<file path="src/rtl/param_block_pipe_pkg.sv">
// Shared constants and wrap-around arithmetic helpers for param_block_pipe.
package param_block_pipe_pkg;

    localparam int CNT_W = 4;
    localparam int OCC_W = 3;
    // Widest data path the helpers handle; DATA_W must not exceed this.
    localparam int MAX_W = 64;

    // Keep only the low w bits of v.
    function automatic logic [MAX_W-1:0] trunc_w(input logic [MAX_W-1:0] v,
                                                 input int unsigned     w);
        logic [MAX_W-1:0] mask;
        mask = (w >= MAX_W) ? '1 : ((MAX_W'(1) << w) - MAX_W'(1));
        return v & mask;
    endfunction

    // a + b, wrapped modulo 2^w.
    function automatic logic [MAX_W-1:0] add_trunc(input logic [MAX_W-1:0] a,
                                                   input logic [MAX_W-1:0] b,
                                                   input int unsigned     w);
        return trunc_w(a + b, w);
    endfunction

    // a * b, wrapped modulo 2^w.
    function automatic logic [MAX_W-1:0] mul_trunc(input logic [MAX_W-1:0] a,
                                                   input logic [MAX_W-1:0] b,
                                                   input int unsigned     w);
        return trunc_w(a * b, w);
    endfunction

endpackage

</file>
<file path="src/rtl/pipe_skid_buf.sv">
// One-entry input skid buffer: upstream ready comes straight from the full flag,
// so it never depends combinationally on downstream ready.
module pipe_skid_buf #(
    parameter int unsigned DATA_W = 32
) (
    input  logic              clk,
    input  logic              rst,
    input  logic              flush_i,
    input  logic              valid_i,
    input  logic [DATA_W-1:0] data_i,
    output logic              ready_o,
    output logic              valid_o,
    output logic [DATA_W-1:0] data_o,
    input  logic              ready_i,
    output logic              full_o
);

    logic              full;
    logic [DATA_W-1:0] buf_q;

    assign ready_o = !full;
    assign full_o  = full;
    // A buffered word always goes first; while full, upstream is held off.
    assign valid_o = full || valid_i;
    assign data_o  = full ? buf_q : data_i;

    // Park the incoming word when downstream stalls; release once it is taken.
    always_ff @(posedge clk) begin
        if (rst) begin
            full  <= 1'b0;
            buf_q <= '0;
        end else if (flush_i) begin
            full <= 1'b0;
        end else if (full) begin
            if (ready_i) full <= 1'b0;
        end else if (valid_i && !ready_i) begin
            full  <= 1'b1;
            buf_q <= data_i;
        end
    end

endmodule

</file>
<file path="src/rtl/param_block_pipe.sv">
// Three-stage valid/ready compute pipe: register, add constant with a
// multi-cycle hold, multiply constant into the output register.
module param_block_pipe
    import param_block_pipe_pkg::*;
#(
    parameter int unsigned DATA_W  = 32,
    parameter int          ADD_C   = 4,
    parameter int          MUL_C   = 5,
    parameter int unsigned MUL_LAT = 2,
    parameter int unsigned SKID    = 1
) (
    input  logic              clk,
    input  logic              rst,
    input  logic              flush_i,
    input  logic              valid_i,
    input  logic [DATA_W-1:0] data_i,
    output logic              ready_o,
    output logic              valid_o,
    output logic [DATA_W-1:0] data_o,
    input  logic              ready_i,
    output logic [OCC_W-1:0]  occupancy_o,
    output logic              busy_o
);

    logic              in_valid;
    logic [DATA_W-1:0] in_data;
    logic              skid_full;

    logic              s1_valid, s2_valid, s3_valid;
    logic [DATA_W-1:0] s1_data, s2_data, s3_data;
    logic [CNT_W-1:0]  s2_cnt;

    logic              s1_ready, s2_ready, s3_ready, s2_done;
    logic              s1_load, s2_load, s3_load;
    logic [DATA_W-1:0] s2_next, s3_next;

    assign s2_done  = (s2_cnt == CNT_W'(MUL_LAT));
    assign s3_ready = !s3_valid || ready_i;
    assign s2_ready = !s2_valid || (s2_done && s3_ready);
    assign s1_ready = !s1_valid || s2_ready;

    // Flush overrides every transfer, so no stage loads in a flush cycle.
    assign s1_load = in_valid && s1_ready && !flush_i;
    assign s2_load = s1_valid && s2_ready && !flush_i;
    assign s3_load = s2_valid && s2_done && s3_ready && !flush_i;

    assign s2_next = DATA_W'(add_trunc(MAX_W'(s1_data), MAX_W'(ADD_C), DATA_W));
    assign s3_next = DATA_W'(mul_trunc(MAX_W'(s2_data), MAX_W'(MUL_C), DATA_W));

    generate
        if (SKID != 0) begin : g_skid
            pipe_skid_buf #(.DATA_W(DATA_W)) u_skid (
                .clk     (clk),
                .rst     (rst),
                .flush_i (flush_i),
                .valid_i (valid_i),
                .data_i  (data_i),
                .ready_o (ready_o),
                .valid_o (in_valid),
                .data_o  (in_data),
                .ready_i (s1_ready),
                .full_o  (skid_full)
            );
        end else begin : g_noskid
            assign in_valid  = valid_i;
            assign in_data   = data_i;
            assign ready_o   = s1_ready;
            assign skid_full = 1'b0;
        end
    endgenerate

    // Stage1: plain capture register.
    always_ff @(posedge clk) begin
        if (rst) begin
            s1_valid <= 1'b0;
            s1_data  <= '0;
        end else if (flush_i) begin
            s1_valid <= 1'b0;
        end else if (s1_load) begin
            s1_valid <= 1'b1;
            s1_data  <= in_data;
        end else if (s2_load) begin
            s1_valid <= 1'b0;
        end
    end

    // Stage2: add constant, then hold until the counter reaches MUL_LAT.
    always_ff @(posedge clk) begin
        if (rst) begin
            s2_valid <= 1'b0;
            s2_data  <= '0;
            s2_cnt   <= '0;
        end else if (flush_i) begin
            s2_valid <= 1'b0;
            s2_cnt   <= '0;
        end else if (s2_load) begin
            s2_valid <= 1'b1;
            s2_data  <= s2_next;
            s2_cnt   <= '0;
        end else if (s3_load) begin
            s2_valid <= 1'b0;
        end else if (s2_valid && !s2_done) begin
            s2_cnt <= s2_cnt + CNT_W'(1);
        end
    end

    // Stage3: multiply constant into the output register.
    always_ff @(posedge clk) begin
        if (rst) begin
            s3_valid <= 1'b0;
            s3_data  <= '0;
        end else if (flush_i) begin
            s3_valid <= 1'b0;
        end else if (s3_load) begin
            s3_valid <= 1'b1;
            s3_data  <= s3_next;
        end else if (ready_i) begin
            s3_valid <= 1'b0;
        end
    end

    assign valid_o     = s3_valid;
    assign data_o      = s3_data;
    assign busy_o      = s2_valid && !s2_done;
    assign occupancy_o = OCC_W'(skid_full) + OCC_W'(s1_valid)
                       + OCC_W'(s2_valid) + OCC_W'(s3_valid);

endmodule
</file>
<file path="config.mk">
export PLATFORM = sky130hd
export DESIGN_NAME = param_block_pipe
export DESIGN_NICKNAME = d
export VERILOG_FILES = /design/src/rtl/param_block_pipe_pkg.sv /design/src/rtl/pipe_skid_buf.sv /design/src/rtl/param_block_pipe.sv
export SDC_FILE = /design/constraint.sdc
export NUM_CORES = 1
export LEC_CHECK = 0
export ABC_AREA = 0
export CAP_MARGIN = 20
export CORE_UTILIZATION = 64
export DETAILED_ROUTE_END_ITERATION = 16
export DONT_BUFFER_PORTS = 1
export PLACE_DENSITY = 0.82
export SETUP_SLACK_MARGIN = 0.15
export SLEW_MARGIN = 0
export SYNTH_ARGS = -nofsm -noshare
export SYNTH_HDL_FRONTEND = slang
export SYNTH_HIERARCHICAL = 1
export SYNTH_SLANG_ARGS = --single-unit
</file>
<file path="constraint.sdc">
create_clock -name clk -period 3.5 [get_ports clk]
set_clock_uncertainty 0.2 [all_clocks]
set_input_delay 0.7 -clock clk [delete_from_list [all_inputs] [get_ports clk]]
set_output_delay 0.7 -clock clk [all_outputs]
set_load 0.005 [all_outputs]
</file>
**Yosys cells after proc, flatten, opt, wreduce, memory -nomap -nowiden**

Cells that the tools add are included.

- Add/sub/neg operators: 5
- Multiply operators: 1
- Eq/ne operators: 1
- Mux-type cells: 10
- Bitwise logic cells: 3
- Reductions and logical operators: 31

Operators by type and width:

| cell | count |
|---|---|
| $add 32x3->32 const B | 1 |
| $mul 32x3->32 const B | 1 |
| $mux 32 | 1 |
| $logic_and 1x1->1 | 10 |
| $mux 1 | 9 |
| $reduce_and 2->1 | 4 |
| $logic_not 1->1 | 7 |
| $reduce_bool 2->1 | 3 |
| $add 4x1->4 const B | 1 |
| $eq 4x2->1 const B | 1 |
| $logic_or 1x1->1 | 4 |
| $add 2x1->3 | 1 |
| $add 3x1->3 | 1 |
| $not 1->1 | 3 |
| $reduce_and 3->1 | 1 |
| $reduce_or 3->1 | 1 |
| $add 1x1->2 | 1 |
| $reduce_or 2->1 | 1 |

- Register bits: 136
- Bits of input ports: 37
- Output and inout bits: 38
- Word-level logic and storage cells: 60

**Logic depth before layout (Yosys ltp)**

Gate-level depths: netlist (run 1).

- Depth after elaboration: 9
- Gate-level depth with buffers: 11
- Mapped depth without buffers: 11

**Modules after synthesis**

Netlist (run 1), hierarchy kept.

Modules (own cells, without submodules):

| module | times used | cells each | area an instance (um2) | sequential area each (um2) |
|---|---|---|---|---|
| param_block_pipe | 1 | 738 | 6019.5 | 2062.0 |
| pipe_skid_buf | 1 | 179 | 1870.5 | 660.6 |

**Least setup slack after synthesis (run 1)**

No wires, ideal clock.

- Kind: register to register
- Start point: register s2_data[7]
- End point: register s3_data[26] (netlist: data_o[26])
- Library setup time: 0.079 ns
- Arrival: 2.480 ns
- Data required time: 3.221 ns
- Setup slack: 0.740 ns
- Stages on the path, launching flop included: 12
- Path buffers: 1
- Clock period less this slack: 2.760 ns
- Cell sequence: dfxtp_1 ha_1 ha_1 buf_2 a21oi_1 a21oi_1 a2111oi_4 a31oi_4 a21oi_2 o31ai_2 xnor2_1 a211oi_2

- Word-level cells in the longest chain between the ends: 1

Ends and longest elaborated chain:

| item | RTL line | source |
|---|---|---|
| start, declared | param_block_pipe.sv:30 | `logic [DATA_W-1:0] s1_data, s2_data, s3_data;` |
| start signal, assigned | param_block_pipe.sv:98 | `s2_data <= s2_next;` |
| $mul 32x3->32 | param_block_pipe_pkg.sv:28 | `return trunc_w(a * b, w);` |
| end signal, assigned | param_block_pipe.sv:116 | `s3_data <= s3_next;` |
| end, declared | param_block_pipe.sv:30 |  |

No other way between the ends.
A chain may end at the register's enable or synchronous reset.

**Worst setup path in the final report (run 1)**

- Start point: register s2_data[1]
- End point: register s3_data[21] (netlist: data_o[21])

Same word-level chain as after synthesis.

==> run_results.csv, run 1 <==
group,metric,value,unit
status,status,"complete, no violations",
global_route,grt_max_degree,156,
detailed_routing,drc,0,
floorplan,die_area,12780,um2
setup_path,startpoint,"s2_data[1]",
placed_design,pre_cts_slack,465.0,ps
synthesis,synth_edf_count,0,
global_route,grt_pass1_vias,5917,
synthesis,synth_seq_cells,136,
cts,path_clk_slew,60,ps
synthesis,syn_nets,1018,
power,peakVddDrop,0.3224,mV
floorplan,core_region_area,12010,um2
synthesis,ys_seq_area_frac,0.3451,
detailed_routing,drtPass1Iterations,4,
cells_and_area,instances_no_fill,1054,
timing,report.final.slew_viol_count,0,
cts,cts_resized,0,
floorplan,fp.dieH,113.0,um
synthesis,synth_top_family_by_area,"simple AND/OR/NAND/NOR gates",
timing,timing.slew.headroom,0.5944,
detailed_routing,antenna_left,0,
hold_path,hold_class,"in -> reg",
synthesis,synthXorXnorAreaFrac,0.06105,
cells_and_area,final_nets,996,
synthesis,yosys-top-cells-area,"dfxtp_1, ha_1, nand2_1",
floorplan,boundaryPins,75,
cts,htree_levels,4,
power,power_density,434.1,nW/um2
timing,hold_viol_final,0,
placed_design,io_buffers,0,
setup_path,worstReg2RegStart,"s2_data[1]",
cts,cts_tree,"built",
synthesis,yosysWarnings,6,
global_route,grt_pass1_wl,27350,um
power,p_leak,3.256,nW
flow_run,cap_violations,0,
global_route,antenna_found_initial,0,
cts,cts_root_buf,"clkbuf_16",
synthesis,yosys-top-cells-count,"nand2_1, dfxtp_1, a21oi_1, nand2b_1, nor2_1",
timing,period_share,0.8754,
cells_and_area,syn2layout_area_growth,8.167,%
synthesis,synth_area,7890,um2
setup_path,critPathKind,"reg -> reg",
timing,postLayoutSetupSlackWorst,435.9,ps
detailed_routing,drt_iter0_drc,366,
cts,clockBufferDepth,2,
placed_design,dpl.hpwl,10980,um
synthesis,synthSimpleGateAreaFrac,0.2092,
detailed_routing,wire_per_inst,15.16,um
cts,clock_sinks,136,
global_route,grt_usage,0.2638,
placed_design,dpl.cell_count,1023,
cts,cts_made_buffers,17,
floorplan,initial_core_util,0.6569,
cts,post_cts_buffers,0,
setup_path,cp.arrival,3150,ps
cells_and_area,drive_gt1_frac,0.1058,
hold_path,hp-start,"flush_i",
timing,finalSetupViolations,0,
global_route,overflow,0,
cts,holdBufCountCts,0,
synthesis,avgSynthCellArea,8.604,um2
detailed_routing,vias,6117,
synthesis,synth_compound_area_frac,0.1600,
floorplan,fp.dieW,113.0,um
floorplan,rows,40,
setup_path,critPathMaxFanout,5,
setup_path,end_kind,"register",
synthesis,yosysMostFrequentCell,"nand2_1",
synthesis,syn_inst,917,
synthesis,synth_mux_area_frac,0.08627,
synthesis,synth-async-reset-ratio,0,
placed_design,routabilityCongestion,0.8839,
setup_path,cp.required,3590,ps
timing,worst_slew_pin_slew,606.5,ps
detailed_routing,vias_per_cell,5.804,
timing,grt_setup_unrepaired,"no",
setup_path,crit_path_start_kind,"register",
cts,clk_latency,420,ps
detailed_routing,drt_wl_total,15980,um
synthesis,synth_flop_cell,"dfxtp_1",
synthesis,synth_cell_types,59,
timing,final.setup.tns,0,ps
synthesis,synth_top_cell_area_share,0.3451,
synthesis,synth.largest_area_cell,"dfxtp_1",
timing,fmax,326.4,MHz
synthesis,synthAdderAreaFrac,0.1034,
timing,fin_crit,3064,ps
cells_and_area,antenna_cells,0,
cell families after synthesis:
family | count (synthesis)
AO/OA/AOI/OAI | 194
XOR/XNOR | 55
adder cells (fa/ha/maj) | 64
buffers and inverters | 62
flip-flops | 136
multiplexers | 64
AND/OR/NAND/NOR | 342
critical path, stage by stage, from the launching register on:
cell     delay (ps)
dfxtp_1         330
ha_1            300
ha_1            240
fa_1            410
a21o_1          220
nand2_1          80
o21ai_2          90
a211o_1         260
a21oi_1         400
o21ai_0         180
xnor2_1         160
o21ai_1          70
layout by cell type, fill, tap and decap left out, types with 5 or more instances in the layout:
| cell | n |
|---|---|
| nand2_1 | 143 |
| a21oi_1 | 84 |
| a211oi_1 | 35 |
| dfxtp_1 | 136 |
| xnor2_1 | 26 |
| nor2_1 | 63 |
| nand3_1 | 19 |
| a21o_1 | 11 |
| xor2_1 | 29 |
| nand4_1 | 13 |
| and3_1 | 13 |
| buf_4 | 7 |
| clkinv_2 | 5 |
| o21bai_1 | 6 |
| clkbuf_16 | 17 |
| inv_1 | 13 |
| ha_1 | 62 |
| mux2i_1 | 32 |
| mux2_2 | 32 |
| o21ai_0 | 14 |
| nand2b_1 | 67 |
| o21ai_1 | 10 |
| o21a_1 | 7 |
layer usage:
layer	up-vias	global-route usage	routed length [um]
met2	139	0.4045	7017
met4	0	0.1096	330
met1	2803	0.3565	7752
met3	23	0.06267	880
met5	-	0	0
li1	3152	-	-
state kept, by name (all words and copies together), names as in the netlist:
signal	count
s2_valid	1
g_skid.u_skid/full_o	1
s2_data	32
s2_cnt	4
valid_o	1
s1_data	32
s1_valid	1
g_skid.u_skid/buf_q	32
data_o	32
layout make-up:
type                       count  area (um2)
sequential                   136        2723
timing repair buffer           7       52.55
fill                         931        3477
inverter                      14       52.55
clock inverter                13       177.7
clock buffer                  18       439.2
multi-input combinational    719        4906
tap                          147       183.9
where the power goes:
part           switching [mW]  internal (mW)
Clock                   0.672           1.20
Sequential             0.0308           1.58
Combinational           0.119          0.102
worst paths after layout:
check                           depth (start not counted)  slack (ps)                    to
worst min-delay path                                    1         160  g_skid.u_skid/full_o
worst min register to register                          2         260            s1_data[1]
worst max-delay path                                   11         440            data_o[21]
worst max register to register                         11         440            data_o[21]
through the flow:
step / cell area (um2) / utilization / total power [mW] / hold WS [ps]
finish: 8534 / 0.7105 / 3.704 / 155.1
global route: 8534 / 0.7105 / 3.829 / 133.7
CTS: 8534 / 0.7105 / 3.718 / 133.1
detailed placement: 7918 / 0.6592 / 1.857 / 252.2
global placement: 7918 / 0.6592 / 1.852 / 246.5
floorplan: 7890 / - / 1.833 / 232.1
Power figures use the tool's default switching activity.
==> inputs of run 2 (changes only) <==
- CORE_MARGIN: not set -> 3
==> run_results.csv, run 2 (synthesized netlist as in run 1, its figures left out) <==
group,metric,value,unit
status,status,"complete, no violations",
setup_path,critPathMaxFanout,8,
detailed_routing,antenna_left,0,
setup_path,crit_path_cell_trace,"ha_1, ha_1, a21oi_1, a21oi_1, a2111oi_4, a31oi_2, a31oi_2, o21ai_1, xnor2_1, o21ai_1",
flow_run,cap_violations,0,
floorplan,die_area,13700,um2
timing,grt_setup_unrepaired,"no",
placed_design,dpl.hpwl,11820,um
timing,fmax,323.4,MHz
setup_path,end_kind,"register",
cells_and_area,drive_gt1_frac,0.1015,
cts,cts_resized,0,
power,peakVddDrop,0.2949,mV
cells_and_area,syn2layout_area_growth,7.770,%
cts,htree_levels,4,
detailed_routing,drc,0,
floorplan,fp.dieW,117.0,um
power,power_density,427.5,nW/um2
cts,cts_tree,"built",
timing,final.setup.tns,0,ps
timing,fin_crit,3092,ps
placed_design,dpl.cell_count,1018,
hold_path,hold_class,"in -> reg",
global_route,overflow,0,
global_route,grt_usage,0.2556,
power,p_leak,3.238,nW
cts,clockBufferDepth,2,
cts,cts_made_buffers,17,
detailed_routing,drt_iter0_drc,413,
cts,clock_sinks,136,
cells_and_area,instances_no_fill,1049,
setup_path,cp.required,3590,ps
setup_path,crit_path_top_delay_cell,"a2111oi_4",
floorplan,rows,39,
floorplan,core_region_area,11710,um2
global_route,antenna_found_initial,0,
setup_path,rrSetupSlack,410,ps
cts,cts_root_buf,"clkbuf_16",
detailed_routing,vias,6230,
detailed_routing,drt_wl_total,16530,um
cts,post_cts_buffers,0,
timing,worst_slew_pin_slew,727.3,ps
placed_design,io_buffers,0,
setup_path,cpPeakStageDelay,530,ps
global_route,grt_pass1_vias,6067,
floorplan,fp.dieH,117.0,um
setup_path,cp.arrival,3180,ps
cts,path_clk_slew,60,ps
detailed_routing,vias_per_cell,5.939,
cells_and_area,antenna_cells,0,
setup_path,crit_path_start_kind,"register",
cts,holdBufCountCts,0,
cells_and_area,final_cell_mix,"nand2_1, dfxtp_1, a21oi_1, nand2b_1, nor2_1",
detailed_routing,drtPass1Iterations,5,
timing,timing.slew.headroom,0.5134,
timing,report.final.slew_viol_count,0,
setup_path,critPathKind,"reg -> reg",
detailed_routing,wire_per_inst,15.76,um
timing,hold_viol_final,0,
cts,clk_latency,420,ps
cells_and_area,final_nets,995,
floorplan,boundaryPins,75,
cells_and_area,layout_commonest_cell,"nand2_1",
floorplan,initial_core_util,0.6737,
placed_design,routabilityCongestion,0.8578,
timing,finalSetupViolations,0,
global_route,grt_max_degree,156,
timing,period_share,0.8835,
global_route,grt_pass1_wl,28210,um
[run 2: changes by cell type in the layout (fill, tap and decap cells not counted), sizes merged]
| cell | before | now |
|---|---|---|
| clkinv | 6 | 3 |
| inv | 15 | 14 |
| buf | 7 | 6 |
| bufinv | 4 | 3 |
| clkbuf | 18 | 23 |
[run 2: cell type report]
type / instances / area (um2)
inverters: 14 / 52.55
multi-input cells: 719 / 4906
well taps: 143 / 178.9
flip-flops and latches: 136 / 2723
repair buffers: 6 / 45.04
clock inverters: 8 / 120.1
fillers: 879 / 3208
clock buffers: 23 / 478.0
[run 2: per-layer routing]
metal / track usage / part of all wire
met1: 0.3380 / 0.47
met2: 0.4145 / 0.46
met3: 0.06118 / 0.056
met4: 0.08028 / 0.012
met5: 0 / 0
[run 2: per-stage QoR]
step / hold slack (ps) / setup WS (ps) / cell area (um2) / power (mW) / utilization
after global placement: 253.0 / 488.7 / 7905 / 1.853 / 0.6750
after CTS: 138.9 / 435.8 / 8503 / 3.659 / 0.7261
after floorplan: 232.1 / 740.2 / 7890 / 1.833 / -
final: 151.8 / 407.8 / 8503 / 3.635 / 0.7261
after detailed placement: 259.0 / 456.6 / 7905 / 1.859 / 0.6750
after global routing: 135.2 / 238.2 / 8503 / 3.766 / 0.7261
[run 2: final timing paths]
check / from / end / depth (start not counted)
setup / recovery: s2_data[7] / data_o[24] / 10
hold / removal: flush_i / g_skid.u_skid/full_o / 1
setup reg to reg: s2_data[7] / data_o[24] / 10
hold reg to reg: data_o[31] / data_o[31] / 2
[run 2: worst max-delay path: cells and delay by family, from the launching register on]
family	cells	cell delay, ps
AOI/OAI and AO/OA	7	1530
xor gates and xnor gates	1	180
adders and majority gates	2	720
DFF	1	320
[run 2: power by group]
part,switching (mW),internal (mW)
clock,0.635,1.17
combinational,0.120,0.101
sequential,0.0312,1.58
total,0.786,2.85
